File: config.mk
export PLATFORM = sky130hd
export DESIGN_NAME = timekeeper_core
export DESIGN_NICKNAME = d
export VERILOG_FILES = /design/src/rtl/timekeeper_core.sv
export SDC_FILE = /design/constraint.sdc
export NUM_CORES = 1
export LEC_CHECK = 0
export BUFFER_PORTS_ARGS = -buffer_cell sky130_fd_sc_hd__buf_2
export CAP_MARGIN = 20
export CORE_MARGIN = 2
export CORE_UTILIZATION = 40
export CTS_BUF_LIST = sky130_fd_sc_hd__clkbuf_8
export DETAILED_ROUTE_END_ITERATION = 10
export PLACE_DENSITY = 0.55
export SLEW_MARGIN = 20
export SYNTH_ARGS = -nofsm -noshare
export SYNTH_HDL_FRONTEND = slang
export SYNTH_SLANG_ARGS = --single-unit
File: constraint.sdc
create_clock -name CLOCK_50 -period 7.2 [get_ports CLOCK_50]
set_clock_uncertainty 0.1 [all_clocks]
set_input_delay 2.16 -clock CLOCK_50 [delete_from_list [all_inputs] [get_ports CLOCK_50]]
set_output_delay 2.16 -clock CLOCK_50 [all_outputs]
set_load 0.1 [all_outputs]
File: src/rtl/timekeeper_core.sv
// Timekeeper core: prescaled 24-hour BCD clock with a set-mode FSM, 12/24-hour
// display mapping and a single daily alarm. Everything runs on CLOCK_50.
module timekeeper_core #(
    parameter int unsigned CLK_HZ   = 50000000,
    parameter int unsigned TICK_HZ  = 1,
    parameter bit          ALARM_EN = 1'b1
) (
    input  logic       CLOCK_50,
    input  logic       reset,
    input  logic       mode_p,
    input  logic       inc_p,
    input  logic       alarm_sel,
    input  logic       h12,
    input  logic       alarm_ack,
    output logic       tick,
    output logic [7:0] sec_bcd,
    output logic [7:0] min_bcd,
    output logic [7:0] hour_bcd,
    output logic       pm,
    output logic [1:0] state,
    output logic       alarm,
    output logic       day_carry
);

    localparam int unsigned DIV = CLK_HZ / TICK_HZ;
    localparam int unsigned PW  = (DIV > 1) ? $clog2(DIV) : 1;
    localparam logic [PW-1:0] PRE_MAX = PW'(DIV - 1);

    typedef enum logic [1:0] {
        StRun     = 2'd0,
        StSetSec  = 2'd1,
        StSetMin  = 2'd2,
        StSetHour = 2'd3
    } state_e;

    // BCD increment that wraps to 00 after max, with no carry out.
    function automatic logic [7:0] bcd_inc(input logic [7:0] v, input logic [7:0] max);
        if (v == max) return 8'h00;
        if (v[3:0] == 4'd9) return {v[7:4] + 4'd1, 4'd0};
        return {v[7:4], v[3:0] + 4'd1};
    endfunction

    // 24-hour BCD to 12-hour BCD: 00 -> 12, 13..23 -> 01..11.
    function automatic logic [7:0] hour_to_12(input logic [7:0] h);
        logic [4:0] bin;
        logic [4:0] v;
        bin = 5'(h[7:4]) * 5'd10 + 5'(h[3:0]);
        if (bin == 5'd0) begin
            v = 5'd12;
        end else if (bin > 5'd12) begin
            v = bin - 5'd12;
        end else begin
            v = bin;
        end
        if (v >= 5'd10) return {4'd1, 4'(v - 5'd10)};
        return {4'd0, v[3:0]};
    endfunction

    logic [PW-1:0] pre_q, pre_d;
    state_e        state_q, state_d;
    logic [7:0]    sec_q, sec_d, min_q, min_d, hour_q, hour_d;
    logic [7:0]    alarm_min_q, alarm_min_d, alarm_hour_q, alarm_hour_d;
    logic          alarm_q, alarm_d;

    logic       run_tick, sec_wrap, min_wrap, match;
    logic [7:0] sec_inc, min_inc, hour_inc;
    logic [7:0] sec_t, min_t, hour_t;
    logic       show_alarm;
    logic [7:0] disp_hour;

    // Time base and run-mode counter chain, including the value after the next tick.
    always_comb begin
        tick      = (pre_q == PRE_MAX);
        pre_d     = tick ? '0 : pre_q + PW'(1);
        run_tick  = tick && (state_q == StRun);
        sec_inc   = bcd_inc(sec_q, 8'h59);
        min_inc   = bcd_inc(min_q, 8'h59);
        hour_inc  = bcd_inc(hour_q, 8'h23);
        sec_wrap  = (sec_q == 8'h59);
        min_wrap  = (min_q == 8'h59);
        sec_t     = sec_inc;
        min_t     = sec_wrap ? min_inc : min_q;
        hour_t    = (sec_wrap && min_wrap) ? hour_inc : hour_q;
        day_carry = run_tick && sec_wrap && min_wrap && (hour_q == 8'h23);
        match     = ALARM_EN && run_tick && (sec_t == 8'h00) &&
                    (min_t == alarm_min_q) && (hour_t == alarm_hour_q);
    end

    // Next-state: mode stepping (wins over inc), field edits, run-mode ticking, alarm flag.
    always_comb begin
        state_d      = state_q;
        sec_d        = sec_q;
        min_d        = min_q;
        hour_d       = hour_q;
        alarm_min_d  = alarm_min_q;
        alarm_hour_d = alarm_hour_q;

        if (run_tick) begin
            sec_d  = sec_t;
            min_d  = min_t;
            hour_d = hour_t;
        end

        if (mode_p) begin
            unique case (state_q)
                StRun:     state_d = StSetSec;
                StSetSec:  state_d = StSetMin;
                StSetMin:  state_d = StSetHour;
                StSetHour: state_d = StRun;
                default:   state_d = StRun;
            endcase
        end else if (inc_p) begin
            unique case (state_q)
                StSetSec: begin
                    if (!alarm_sel) sec_d = sec_inc;
                end
                StSetMin: begin
                    if (alarm_sel) alarm_min_d = bcd_inc(alarm_min_q, 8'h59);
                    else           min_d = min_inc;
                end
                StSetHour: begin
                    if (alarm_sel) alarm_hour_d = bcd_inc(alarm_hour_q, 8'h23);
                    else           hour_d = hour_inc;
                end
                default: ;
            endcase
        end

        // A match on the same cycle as an ack keeps the flag set.
        alarm_d = alarm_q;
        if (alarm_ack) alarm_d = 1'b0;
        if (match)     alarm_d = 1'b1;
    end

    // State registers with asynchronous reset to 00:00:00, alarm 07:00, RUN.
    always_ff @(posedge CLOCK_50 or posedge reset) begin
        if (reset) begin
            pre_q        <= '0;
            state_q      <= StRun;
            sec_q        <= 8'h00;
            min_q        <= 8'h00;
            hour_q       <= 8'h00;
            alarm_min_q  <= 8'h00;
            alarm_hour_q <= 8'h07;
            alarm_q      <= 1'b0;
        end else begin
            pre_q        <= pre_d;
            state_q      <= state_d;
            sec_q        <= sec_d;
            min_q        <= min_d;
            hour_q       <= hour_d;
            alarm_min_q  <= alarm_min_d;
            alarm_hour_q <= alarm_hour_d;
            alarm_q      <= alarm_d;
        end
    end

    // Display path: alarm registers while editing them, optional 12-hour mapping.
    always_comb begin
        show_alarm = alarm_sel && (state_q != StRun);
        disp_hour  = show_alarm ? alarm_hour_q : hour_q;
        sec_bcd    = show_alarm ? 8'h00 : sec_q;
        min_bcd    = show_alarm ? alarm_min_q : min_q;
        hour_bcd   = h12 ? hour_to_12(disp_hour) : disp_hour;
        pm         = (disp_hour >= 8'h12);
        state      = state_q;
        alarm      = ALARM_EN ? alarm_q : 1'b0;
    end

endmodule
# Word level (Yosys, flattened, before mapping)
# Cells that the tools add are included.
# op_classes
bitwise_logic	1
add_sub_neg	14
n_lt_le_gt_ge	3
mul	1
mux	81
eq_ne	16
reduce_logical	20
div	0
shifts	0
# ops
op	n
8-bit two-way mux	43
4-bit by 1-bit adder with 4-bit output (second input constant)	10
1-bit two-way mux	34
26-bit by 1-bit adder with 26-bit output (second input constant)	1
26-bit equality test (second input constant)	1
26-bit two-way mux	1
8-bit by 7-bit equality test with 1-bit output (second input constant)	3
4-bit equality test (second input constant)	5
8-bit by 6-bit equality test with 1-bit output (second input constant)	2
8-bit equality test	2
5-bit two-way mux	2
5-bit AND reduction	2
1-bit logical AND	9
8-bit by 5-bit greater-or-equal comparator with 1-bit output (second input constant)	1
8-bit logical NOT	1
2-bit one-hot mux with 4 select lines	1
4-bit AND reduction	2
2-bit nonzero test	4
5-bit by 4-bit adder with 5-bit output	1
5-bit by 4-bit greater-or-equal comparator with 1-bit output (second input constant)	1
5-bit by 4-bit greater-than comparator with 1-bit output (second input constant)	1
5-bit logical NOT	1
5-bit by 4-bit subtractor with 5-bit output (second input constant)	1
2-bit equality test (second input constant)	2
other kinds (5)	5
# totals
word_cells	146
rom_bits	0
ramBits	0
mem_count	0
ff_bits	69
out_inout_bits	30
latchBits	0

# Depth between registers and ports, before layout
# depth
ltp_word	13
mapped_depth	19

# Least setup slack after synthesis
# OpenSTA, ideal clock, no wires.
# synth_timing
path_kind	input -> output
startpoint	in alarm_sel
endpoint	out hour_bcd[2]
arrival_time_ps	7097
n_path_buf	3
setup_slack_ps	-2157
t_required_ps	4940
path_stages	17
cell_sequence	nor2b_1 buf_2 buf_4 nand2_1 o21ai_0 ha_1 or4b_1 o311ai_1 a21oi_1 or3_1 buf_6 a31oi_1 a41oi_1 ha_1 o31a_1 o2111a_1 nor3_1
# synth_via
elab_chain_len	11
word_cells_on_any_way	15
cone_classes	3 x add/sub; 1 x mul; 2 x order compare; 7 x mux; 2 x reduce/logical
# synth_rtl
element	line	text
start, declared	12	input logic alarm_sel,
1-bit logical AND *	160	show_alarm = alarm_sel && (state_q != StRun);
8-bit two-way mux *	161	disp_hour = show_alarm ? alarm_hour_q : hour_q;
4-bit by 3-bit multiplier with 4-bit output	47	bin = 5'(h[7:4]) * 5'd10 + 5'(h[3:0]);
5-bit by 4-bit adder with 5-bit output	47	
5-bit by 4-bit subtractor with 5-bit output or 5-bit by 4-bit greater-than comparator with 1-bit output (tied branches)	51, 50	
5-bit two-way mux	50	end else if (bin > 5'd12) begin
5-bit two-way mux	48	if (bin == 5'd0) begin
4-bit subtractor or 5-bit by 4-bit greater-or-equal comparator with 1-bit output (tied branches)	55	if (v >= 5'd10) return {4'd1, 4'(v - 5'd10)};
8-bit two-way mux or 1-bit two-way mux (tied branches)	55	
8-bit two-way mux	56	return {4'd0, v[3:0]};
8-bit two-way mux *	164	hour_bcd = h12 ? hour_to_12(disp_hour) : disp_hour;
end, declared	18	output logic [7:0] hour_bcd,
# Every way passes the cells marked *; elsewhere a longest branch is shown, timed or not. The select of a mux whose other input is x is not followed.

# Worst setup path after layout
# layout_timing
startpoint	in alarm_sel
endpoint	out hour_bcd[1]
# The elaborated chain is that of the path after synthesis.

==> flow_summary_export.csv <==
group,metric,value,unit
outcome,outcome,"finished, violations left",
outcome,violations,"negative setup slack",
die,start_util,40.8,%
yosys,synthArstFlopShare,100,%
layout,finalNetCount,671,
layout,stdcell_count,786,
pwr,power.density,324,nW/µm²
placed_design,place_inst,764,
global_routing,grt_overflow,0,
timing,hold_viol,0,
timing,fin_crit_sh,105,%
detailed_routing,first_pass_iters,4,
yosys,synthCells,568,
setup_path,arrival,5.33,ns
yosys,synth_edf_count,0,
yosys,netlist_area,4850,µm²
layout,nFillCells,1147,
clocking,root_buffer,"clkbuf_8",
setup_path,critPathSlowestCell,"or4b_1",
layout,area_delta_synth_final,22.9,%
die,ios,37,
global_routing,gr-usage-all-layers,20.1,%
setup_path,end_kind,"output port",
clocking,cts_tree,"built",
detailed_routing,wl,12500,µm
layout,fin_util,50.1,%
global_routing,grt_antenna_before_repair,0,
setup_path,crit_type,"input pin to output port",
timing,finalCriticalPeriod,7.59,ns
setup_path,cpPeakStageDelay,0.47,ns
clocking,cts_buffers,9,
yosys,ys_seq_area_share,35.6,%
detailed_routing,ant_nets,0,
layout,regArea,1730,µm²
yosys,synth.distinct_cells,63,
timing,maxSlewViolCount,0,
yosys,yosys_warnings,0,
global_routing,grt_max_degree,70,
setup_path,cp_cell_sequence,"buf_6, nor2b_4, buf_6, nand2_4, o21ai_4, ha_4, or4b_1, o311ai_1, a21oi_1, or3_4, buf_4, and4_4, o31ai_2, a2111oi_4, buf_4, nor3_4, buf_12",
clocking,clockBufferDepth,2,
timing,max_freq,132,MHz
placed_design,place.gp.congestion,0.861,
setup_path,required,4.94,ns
global_routing,grt_pass1_wl,20800,µm
detailed_routing,avgViaCountPerCell,5.48,
layout,layout-drive-gt1-share,22.5,%
layout,diodes,0,
flow_run,max_cap_viol_count,0,
yosys,synth.net_count,605,
timing,rsz0062_at_grt,"yes",
die,dieArea,13000,µm²
die,die_w,114,µm
clocking,htree_num_levels,3,
clocking,clk_pin_slew_worst_paths,0.08,ns
die,core-area,11900,µm²
timing,maxSlewHeadroom,39.4,%
setup_path,start_kind,"input pin",
global_routing,grt_pass1_vias,4237,
yosys,yosys_register_bits,69,
timing,worst_slew_pin_slew,0.909,ns
setup_path,path_max_fanout,6,
clocking,clock_latency,0.35,ns
placed_design,portBuffers,36,
detailed_routing,wl_per_cell,15.9,µm
detailed_routing,drtIter0Drc,191,
pwr,vdd_drop_max,0.174,mV
detailed_routing,drc_errors,0,
die,die_h,114,µm
layout,multi_input_area,3200,µm²
yosys,synth_area_per_cell,8.55,µm²
die,num_rows,40,
timing,finalWorstSetupSlack,-0.385,ns
detailed_routing,vias,4305,
clocking,numClockSinks,69,
timing,finalSetupViolations,4,
worst_hold_path,worstHoldPathType,"flip-flop to flip-flop",
placed_design,dp_hpwl,8980,µm
yosys,ys.flop_type,"dfrtp_1",
pwr,leakage,2.72,nW
[repair_timing]
action,in CTS,in global routing
endpoints found under the setup margin,4,4
buffers inserted,5,1
pin swaps,9,5
hold buffers,0,0
gates resized for setup,27,10
[per-stage QoR]
| stage | hold slack, ns | worst slack (ns) | power, mW | setup TNS (ns) | area, µm² |
|---|---|---|---|---|---|
| 2_1_floorplan | 0.348 | -0.616 | 1.28 | -1.95 | 4970 |
| 3_3_place_gp | 0.368 | -0.581 | 1.53 | -1.77 | 5530 |
| 3_5_place_dp | 0.374 | -0.657 | 1.54 | -2.09 | 5530 |
| 4_1_cts | 0.386 | -0.384 | 1.93 | -1.50 | 5900 |
| 5_1_grt | 0.412 | -0.525 | 2.05 | -2.05 | 5960 |
| 6_report | 0.382 | -0.385 | 1.93 | -1.51 | 5960 |
[cells by family (layout without fill, tap and decap cells)]
group | count (synthesis) | count (layout) | share of synthesized area [%]
flip-flops | 69 | 69 | 35.6
adder cells (fa/ha/maj) | 30 | 30 | 7.73
buffers and inverters | 45 | 116 | 3.99
multiplexers | 18 | 18 | 3.94
AND/OR/NAND/NOR | 246 | 246 | 25.1
AO/OA/AOI/OAI | 110 | 110 | 14.6
XOR/XNOR | 50 | 50 | 9.02
[worst paths after layout]
kind	start	end	slack [ns]	cells past startpoint
setup / recovery	alarm_sel	hour_bcd[1]	-0.39	17
hold / removal	pre_q[0]	pre_q[0]	0.38	1
setup reg to reg	sec_q[1]	alarm	3.88	9
hold reg to reg	pre_q[0]	pre_q[0]	0.38	1
max in group asynchronous	reset	pre_q[18]	4.44	3
min in group asynchronous	reset	sec_q[1]	1.95	3
[where the power goes]
part           total (mW)  switching (mW)  internal, mW
combinational        1.07           0.717         0.358
sequential          0.533          0.0921         0.441
clock               0.326           0.157         0.169
[synth_stat cells (all sizes together) (2+ instances only)]
master   count  share of area, %
nand2       85               6.6
dfrtp       66                34
nor2        46               3.6
o21ai       42               4.3
ha          30               7.7
xnor2       29               5.2
nand3       26               2.7
inv         24               1.9
xor2        21               3.8
nor3        16               1.6
a21oi       15               1.5
and2        12               1.5
clkbuf      12              0.93
and3         9               1.2
buf          9               1.2
mux2         9               2.1
mux2i        9               1.9
nand4        9               1.2
a31oi        8               1.0
nor2b        8               1.0
o31ai        8               1.2
a21o         6              0.93
and4         5              0.95
or3          5              0.64
and3b        4              0.72
or2          4              0.52
a2111oi      3              0.54
a22o         3              0.54
a41oi        3              0.54
dfstp        3               1.6
nand2b       3              0.39
nand3b       3              0.46
o22ai        3              0.39
a211oi       2              0.31
a31o         2              0.36
and4b        2              0.41
nor4         2              0.26
nor4b        2              0.36
o2111ai      2              0.36
or4b         2              0.41
[layer usage]
metal	part of all wire (%)	track usage, %	vias to the layer above
met4	1.8	6.67	0
met2	49	33.3	81
met5	0	0	-
li1	-	-	2140
met1	46	26.5	2067
met3	4.0	3.60	17
[layout by cell type (no fill, tap or decap), types with 10 or more instances in the layout]
cell      instances
clkbuf_8         10
nor3_1           12
buf_2            31
inv_1            24
nand2_1          81
dfrtp_1          66
a21oi_1          14
nor2_1           46
xnor2_1          28
nand3_1          26
ha_1             24
and2_1           10
buf_4            36
o21ai_0          37
xor2_1           21
[flip-flops by register name, summed over array words and instances, names as in the netlist]
name,cells
alarm,1
state,2
hour_q,8
alarm_min_q,8
sec_q,8
pre_q,26
alarm_hour_q,8
min_q,8
[worst max-delay path: cells and delay by family]
kind,cells,cell delay [ns]
simple gates,6,1.43
buf+inv,5,0.80
fa+ha+maj,1,0.16
compound gates,5,0.78
[cell type report]
cell class,count,area share [%]
flip-flops and latches,69,29.0
multi-input cells,454,53.6
clock inverters,6,1.07
repair buffers,76,9.42
well taps,147,3.08
clock buffers,10,2.31
inverters,24,1.51
(Power assumes the default switching activity.)
